File: src/rtl/piso_tx_controller_pkg.sv
// Shared OPR codes and controller state encoding for the serial transmit controller.
package piso_tx_pkg;

  typedef logic [1:0] opr_t;

  localparam opr_t OPR_HOLD = 2'd0;
  localparam opr_t OPR_LOAD = 2'd1;
  localparam opr_t OPR_SHL  = 2'd2;
  localparam opr_t OPR_CLR  = 2'd3;

  // PARITY only becomes reachable when PISO_TX_PARITY_EN is defined
  typedef enum logic [2:0] {
    IDLE   = 3'd0,
    START  = 3'd1,
    DATA   = 3'd2,
    PARITY = 3'd3,
    STOP   = 3'd4
  } state_t;

endpackage

File: src/rtl/piso_tx_controller_if.sv
// Parallel word handshake between a producer and the serial transmit controller.
interface piso_tx_controller_if #(
  parameter int WIDTH = 4
);
  logic [WIDTH-1:0] data_in;
  logic             valid_in;
  logic             ready_out;

  modport master (output data_in, output valid_in, input ready_out);
  modport slave  (input data_in, input valid_in, output ready_out);
endinterface

File: src/rtl/piso_tx_controller_shreg_opr.sv
// Parallel-load, left-shift register driven by a 2-bit OPR command; exposes its MSB.
module shreg_opr
  import piso_tx_pkg::*;
#(
  parameter int WIDTH = 4
) (
  input  logic             clock,
  input  logic             reset,
  input  opr_t             opr,
  input  logic [WIDTH-1:0] d,
  input  logic             l,
  output logic             msb
);

  logic [WIDTH-1:0] q;

  always_ff @(posedge clock or negedge reset) begin
    if (!reset) begin
      q <= '0;
    end else begin
      case (opr)
        OPR_LOAD: q <= d;
        OPR_SHL:  q <= {q[WIDTH-2:0], l};
        OPR_CLR:  q <= '0;
        default:  q <= q;
      endcase
    end
  end

  assign msb = q[WIDTH-1];

endmodule

File: src/rtl/piso_tx_controller.sv
// Start/data/stop serial transmitter sequencing a shreg_opr register MSB-first.
// Optional even-parity bit before the stop bit when PISO_TX_PARITY_EN is defined.
module piso_tx_controller
  import piso_tx_pkg::*;
#(
  parameter int WIDTH = 4,
  parameter int DIV   = 4
) (
  input  logic                 clock,
  input  logic                 reset,
  piso_tx_controller_if.slave  bus,
  input  logic                 abort,
  output logic                 tx_out,
  output logic                 busy,
  output logic                 done,
  output logic [1:0]           opr_mon
);

  localparam int DW = (DIV > 1) ? $clog2(DIV) : 1;
  localparam int BW = $clog2(WIDTH + 1);

  state_t        state, state_nxt;
  logic [DW-1:0] div_cnt;
  logic [BW-1:0] bit_cnt;
  opr_t          opr;
  logic          msb;
  logic          bit_end;
  logic          last_bit;

  assign bit_end  = (div_cnt == DW'(DIV - 1));
  assign last_bit = (bit_cnt == BW'(WIDTH - 1));

  always_ff @(posedge clock or negedge reset) begin
    if (!reset) state <= IDLE;
    else        state <= state_nxt;
  end

  always_comb begin
    state_nxt = state;
    if (abort) begin
      state_nxt = IDLE;
    end else begin
      case (state)
        IDLE:   if (bus.valid_in) state_nxt = START;
        START:  if (bit_end) state_nxt = DATA;
`ifdef PISO_TX_PARITY_EN
        DATA:   if (bit_end && last_bit) state_nxt = PARITY;
`else
        DATA:   if (bit_end && last_bit) state_nxt = STOP;
`endif
        PARITY: if (bit_end) state_nxt = STOP;
        STOP:   if (bit_end) state_nxt = IDLE;
        default: state_nxt = IDLE;
      endcase
    end
  end

  always_comb begin
    opr  = OPR_HOLD;
    done = 1'b0;
    if (abort) begin
      opr = OPR_CLR;
    end else begin
      case (state)
        IDLE:    if (bus.valid_in) opr = OPR_LOAD;
        DATA:    if (bit_end) opr = OPR_SHL;
        STOP:    done = bit_end;
        default: opr = OPR_HOLD;
      endcase
    end
  end

  // Divider runs only inside a frame; with DIV=1 it never leaves 0.
  always_ff @(posedge clock or negedge reset) begin
    if (!reset) begin
      div_cnt <= '0;
      bit_cnt <= '0;
    end else if (abort || state == IDLE) begin
      div_cnt <= '0;
      bit_cnt <= '0;
    end else begin
      div_cnt <= bit_end ? '0 : div_cnt + DW'(1);
      if (state == DATA && bit_end) bit_cnt <= bit_cnt + BW'(1);
    end
  end

`ifdef PISO_TX_PARITY_EN
  logic par;

  always_ff @(posedge clock or negedge reset) begin
    if (!reset)                          par <= 1'b0;
    else if (abort)                      par <= 1'b0;
    else if (state == IDLE && bus.valid_in) par <= ^bus.data_in;
  end
`endif

  always_comb begin
    case (state)
      START:   tx_out = 1'b0;
      DATA:    tx_out = msb;
`ifdef PISO_TX_PARITY_EN
      PARITY:  tx_out = par;
`endif
      default: tx_out = 1'b1;
    endcase
  end

  shreg_opr #(.WIDTH(WIDTH)) u_shreg (
    .clock (clock),
    .reset (reset),
    .opr   (opr),
    .d     (bus.data_in),
    .l     (1'b0),
    .msb   (msb)
  );

  assign bus.ready_out = (state == IDLE) && !abort;
  assign busy          = !bus.ready_out;
  assign opr_mon       = opr;

endmodule

File: src/flat_wrapper.sv
// flat-port wrapper written by rule: the top's interface ports become plain ports
module piso_tx_controller_flat import piso_tx_pkg::*;
#(
  parameter int WIDTH = 4,
  parameter int DIV   = 4
)
  (clock, reset, abort, tx_out, busy, done, opr_mon, bus_data_in, bus_valid_in, bus_ready_out);
  piso_tx_controller_if #(.WIDTH(WIDTH)) bus_i ();
  input  logic clock;
  input  logic reset;
  input  logic abort;
  output logic tx_out;
  output logic busy;
  output logic done;
  output logic [1:0] opr_mon;
  input wire logic [$bits(bus_i.data_in)-1:0] bus_data_in;
  input wire logic [$bits(bus_i.valid_in)-1:0] bus_valid_in;
  output wire logic [$bits(bus_i.ready_out)-1:0] bus_ready_out;
  assign bus_i.data_in = bus_data_in;
  assign bus_i.valid_in = bus_valid_in;
  assign bus_ready_out = bus_i.ready_out;
  piso_tx_controller #(.WIDTH(WIDTH), .DIV(DIV)) u_core (.clock(clock), .reset(reset), .bus(bus_i), .abort(abort), .tx_out(tx_out), .busy(busy), .done(done), .opr_mon(opr_mon));
endmodule
File: config.mk
export PLATFORM = sky130hd
export DESIGN_NAME = piso_tx_controller_flat
export DESIGN_NICKNAME = d
export VERILOG_FILES = /design/src/rtl/piso_tx_controller_pkg.sv /design/src/rtl/piso_tx_controller_if.sv /design/src/rtl/piso_tx_controller_shreg_opr.sv /design/src/rtl/piso_tx_controller.sv /design/src/flat_wrapper.sv
export SDC_FILE = /design/constraint.sdc
export NUM_CORES = 1
export LEC_CHECK = 0
export ABC_CLOCK_PERIOD_IN_PS = 1500
export BUFFER_PORTS_ARGS = -buffer_cell sky130_fd_sc_hd__buf_2
export CAP_MARGIN = 20
export CORE_UTILIZATION = 35
export DETAILED_ROUTE_END_ITERATION = 8
export GPL_TIMING_DRIVEN = 1
export PLACE_DENSITY = 0.69
export SYNTH_ARGS = -nofsm -noshare
export SYNTH_HDL_FRONTEND = slang
export SYNTH_SLANG_ARGS = --single-unit
File: constraint.sdc
create_clock -name clock -period 1.5 [get_ports clock]
set_clock_uncertainty 0.05 [all_clocks]
set_input_delay 0.375 -clock clock [delete_from_list [all_inputs] [get_ports clock]]
set_output_delay 0.375 -clock clock [all_outputs]
set_load 0.03 [all_outputs]
Yosys cells after proc, flatten, opt, wreduce, memory -nomap -nowiden
Cells that the tools add are included.

operators by class
  $add $sub $neg = 2
  equal/unequal tests = 14
  muxes and demuxes = 19
  reductions and logical operators = 10

operator list
  kind                                                  count
  2-to-1 mux 3 bit                                      8
  case mux 3 bit (5 select lines)                       1
  != test 3 x 2 -> 1 bit (second input constant)        4
  case mux 4 bit (3 select lines)                       1
  equality test 3 x 2 -> 1 bit (second input constant)  3
  2-to-1 mux 2 bit                                      4
  equality test 2 bit (second input constant)           3
  AND reduction 5 bit                                   1
  case mux 2 bit (2 select lines)                       1
  adder 3 x 1 -> 3 bit (second input constant)          1
  equality test 3 x 1 -> 1 bit (second input constant)  1
  equality test 3 bit (second input constant)           1
  logical AND 1 bit                                     3
  logical NOT 3 bit                                     1
  2-to-1 mux 1 bit                                      3
  != test 3 bit (second input constant)                 1
  nonzero test 3 bit                                    1
  adder 2 x 1 -> 2 bit (second input constant)          1
  equality test 2 x 1 -> 1 bit (second input constant)  1
  logical NOT 1 bit                                     2
  case mux 1 bit (2 select lines)                       1
  nonzero test 2 bit                                    1
  logical OR 1 bit                                      1

storage, ports and cells
  flip-flop bits (word level) = 12
  bits of input ports = 8
  logic and storage cells = 49

Longest topological paths before layout
  word-level depth = 6
  gate-level depth with buffers = 5
  gate-level depth less buffers = 5

By module
Synthesis repeated with hierarchy kept, for this count alone.

unflattened totals
  cell total of the unflattened synthesis = 59
  area, all modules = 634.4 um^2

by module, submodules not included
  module              times used  cells each  area an instance (um^2)  sequential area each (um^2)
  piso_tx_controller  1           45          434.2                    200.2
  shreg_opr           1           14          200.2                    100.1

Worst setup path before layout
Ideal clock, no wire load.

  kind = reg2out
  start = reg u_core.state[2]
  end = out bus_ready_out
  arrival time = 1.255 ns
  required time = 1.075 ns
  path slack = -0.180 ns
  cell stages (with the launch flop) = 6
  buffers on the path = 2
  path through = dfrtp_1 buf_2 nor2_2 buf_4 nand2_1 inv_1

between the ends
  word-level cells in the longest chain between the ends = 2

ends and longest elaborated chain
  what                    RTL line                   source
  from (decl)             piso_tx_controller.sv:22   state_t state, state_nxt;
  from (signal assigned)  piso_tx_controller.sv:35   else state <= state_nxt;
  logical NOT 3 bit       piso_tx_controller.sv:117  assign bus.ready_out = (state == IDLE) && !abort;
  logical AND 1 bit       piso_tx_controller.sv:117
  to (decl)               flat_wrapper.sv:18         output wire logic [$bits(bus_i.ready_out)-1:0] bus_ready_out;

Every way passes these cells.

Worst setup path after layout
  start = reg u_core.state[0]
  end = out opr_mon[1]

between the ends
  word-level cells in the longest chain between the ends = 3

ends and longest elaborated chain
  what                                                                      RTL line                  source
  equality test 3 x 2 -> 1 bit / logical NOT 3 bit (equally long branches)  piso_tx_controller.sv:64  case (state)
  case mux 2 bit (2 select lines) *                                         piso_tx_controller.sv:64
  2-to-1 mux 2 bit *                                                        piso_tx_controller.sv:61  if (abort) begin
  to (decl)                                                                 flat_wrapper.sv:15        output logic [1:0] opr_mon;

Every way passes the cells marked *; elsewhere a longest branch is shown, timed or not.

==> results.py <==
metrics = {
    "global_route": {
        "grt_pass1_wl_um": 2970,
        "grt_max_degree": 13,
        "antenna_found_initial": 0,
        "grt_pass1_vias": 655,
        "grt-ovfl-total": 0,
        "grt_usage_pct": 18.9,
    },
    "synthesis": {
        "synth_compound_area_share_pct": 24.0,
        "synth_seq_cells": 12,
        "ys_types": 38,
        "synth_top_family_by_area": "compound AO/OA/AOI/OAI gates",
        "netlist_area_um2": 741,
        "syn_nets": 88,
        "syn_area_per_cell_um2": 9.62,
        "synth-simple-area-share_pct": 21.6,
        "synth-async-reset-ratio_pct": 100,
        "synthXorXnorAreaFrac_pct": 0,
        "synth_ff_type": "dfrtp_1",
        "ys_seq_area_share_pct": 40.5,
        "syn_inst": 77,
        "synth_edf_count": 0,
        "yosys_warnings": 0,
        "synth-adder-area-share_pct": 5.07,
        "synth.area.mux_share_pct": 1.52,
    },
    "run_status": {
        "status": "complete, but fails checks",
        "violations": "negative setup slack",
    },
    "critical_path": {
        "crit_chain": "buf_6 > nor2_4 > a31o_4 > buf_6",
        "cp.arrival_ns": 1.32,
        "cp-start-kind": "register",
        "end_kind": "primary output",
        "max_stage_delay_ns": 0.45,
        "path_common_cell": "buf_6",
        "reg2reg_depth": 6,
        "slowest_stage": "dfrtp_2",
        "required_ns": 1.07,
        "path_class": "reg -> out",
        "crit_fanout": 5,
        "r2r-start": "u_core.state[0]$_DFFE_PN0P_",
        "crit_start": "u_core.state[0]$_DFFE_PN0P_",
    },
    "routing": {
        "drt_first_pass_iters": 4,
        "routed_via_density": 5.45,
        "ant_nets": 0,
        "avgRoutedWirePerCell_um": 14.7,
        "drc": 0,
        "vias": 746,
        "wl_um": 2010,
        "drtIter0Drc": 30,
    },
    "hold_path": {
        "worstHoldStart": "bus_data_in[3]",
        "hp-class": "in -> reg",
        "worstHoldPathCells": 3,
    },
    "place": {
        "placed_area_um2": 926,
        "place_inst": 126,
        "io_buffers": 13,
        "gp_congestion": 0.800,
        "hpwl_um": 1280,
    },
    "sta": {
        "finalCritPeriodShare_pct": 116,
        "slew_violations": 0,
        "relSlewSlack_pct": 80.4,
        "max_freq_ghz": 0.573,
        "setup_viol": 7,
        "finalCriticalPeriod_ns": 1.75,
        "setup_ws_ns": -0.247,
        "rsz0062_at_grt": "true",
        "finalHoldViolCount": 0,
        "tightest_slew_ns": 0.294,
    },
    "floorplanning": {
        "fp.dieH_um": 48.0,
        "die_w_um": 48.0,
        "core_mm2": 0.00198,
        "ioPinCount": 14,
        "fp-row-count": 16,
        "fp.dieArea_mm2": 0.00230,
        "initial_utilization_pct": 37.4,
    },
    "finish": {
        "mostFrequentLayoutCell": "buf_4",
        "nets": 122,
        "register_area_um2": 304,
        "multi_input_area_um2": 477,
        "nFillCells": 152,
        "antennaDiodeCount": 0,
        "final_area_mm2": 0.00115,
        "final_cells": 137,
        "drive_gt1_share_pct": 57.3,
        "syn_to_final_growth_pct": 55.9,
        "mostFrequentLayoutCells": "buf_4 (18), buf_6 (10), dfrtp_1 (9), buf_2 (7), a21oi_1 (6)",
    },
    "power": {
        "power_density_mw_per_mm2": 682,
        "irDropWorstVdd_mv": 0.672,
        "leakagePower_nw": 0.510,
    },
    "cts": {
        "cts_buffers": 3,
        "clock_latency_ns": 0.28,
        "clk_path_buf_depth": 2,
        "htreeDepth": 1,
        "cts_tree": "built",
        "path_clk_slew_ns": 0.09,
        "cts.sinks": 12,
        "cts_root_buf": "clkbuf_4",
    },
    "flow_run": {
        "max_cap_violations": 0,
    },
}
[timing repair]
item,4_1_cts,5_1_grt
hold endpoints to repair,12,0
hold buffers,1,0
setup endpoints to repair,8,11
pin swaps,4,4
buffers inserted,3,3
resized for setup,28,9
[where the power goes]
part	total, W	internal [W]	switching (W)
sequential	0.000345	0.000335	0.0000106
combinational	0.000170	0.0000839	0.0000857
clock	0.000273	0.000148	0.000125
total	0.000788	0.000566	0.000221
[sequential cells by signal, indices dropped and copies added (netlist names)]
register	cells
u_core.bit_cnt	3
u_core.div_cnt	2
u_core.state	3
u_core.u_shreg.q	4
[cell families after synthesis]
| group | Yosys count |
|---|---|
| AND/OR/NAND/NOR | 25 |
| adder cells (fa/ha/maj) | 3 |
| multiplexers | 1 |
| buffers and inverters | 10 |
| AO/OA/AOI/OAI | 26 |
| flip-flops | 12 |
[metrics by stage]
step                TNS (ns)  hold slack [ns]  utilization, %  setup WS [ns]  total power (W)
CTS                    -1.16            0.358            55.4         -0.210         0.000772
finish                 -1.32            0.372            58.3         -0.247         0.000788
global route           -1.73            0.393            58.3         -0.291         0.000814
global placement     -0.0671            0.218            46.7        -0.0428         0.000473
detailed placement    -0.160            0.223            46.7        -0.0740         0.000476
floorplan             -0.119           0.0294               -         -0.119         0.000420
[final cells by class]
type | count | share of cell area (%)
Clock buffer | 4 | 3.14
Inverter | 3 | 0.975
Multi-Input combinational cell | 55 | 41.3
Sequential cell | 12 | 26.3
Tap cell | 27 | 2.93
Timing Repair Buffer | 36 | 25.4
[synth_stat cells (all sizes together) (2+ instances only)]
cell type / count / area share, %
or2: 2 / 1.7
nor2: 3 / 2.2
dfrtp: 12 / 41
a211oi: 3 / 3.0
o21bai: 2 / 2.0
nor2b: 2 / 1.7
nand2b: 2 / 1.7
o22ai: 3 / 2.5
nand2: 3 / 1.5
nor3: 3 / 2.0
nand4b: 2 / 2.4
ha: 3 / 5.1
buf: 6 / 5.2
o21ai: 3 / 2.0
inv: 3 / 1.5
a21oi: 7 / 4.7
[path summary, 6_finish.rpt]
| check | to | slack [ns] |
|---|---|---|
| worst max-delay path | opr_mon[1] | -0.25 |
| min in group asynchronous | u_core.bit_cnt[0]$_DFFE_PN0P_ | 0.45 |
| worst min register to register | u_core.div_cnt[0]$_DFF_PN0_ | 0.43 |
| worst min-delay path | u_core.u_shreg.q[3]$_DFFE_PN0P_ | 0.37 |
| max in group asynchronous | u_core.state[1]$_DFFE_PN0P_ | 0.70 |
| worst max register to register | u_core.u_shreg.q[1]$_DFFE_PN0P_ | -0.03 |
[critical path, delay by kind of cell (launching register included)]
family	cells	cell delay [ns]
DFF	1	0.45
buffers and inverters	2	0.27
AOI/OAI and AO/OA	1	0.17
and+or+nand+nor	1	0.15
[routing by layer]
layer | GRT usage [%] | routed length [um]
met1 | 27.0 | 868
met3 | 5.66 | 100
met5 | 0 | 0
met2 | 28.4 | 1000
met4 | 3.33 | 38
Note: power is estimated with default switching activity, not from simulation.
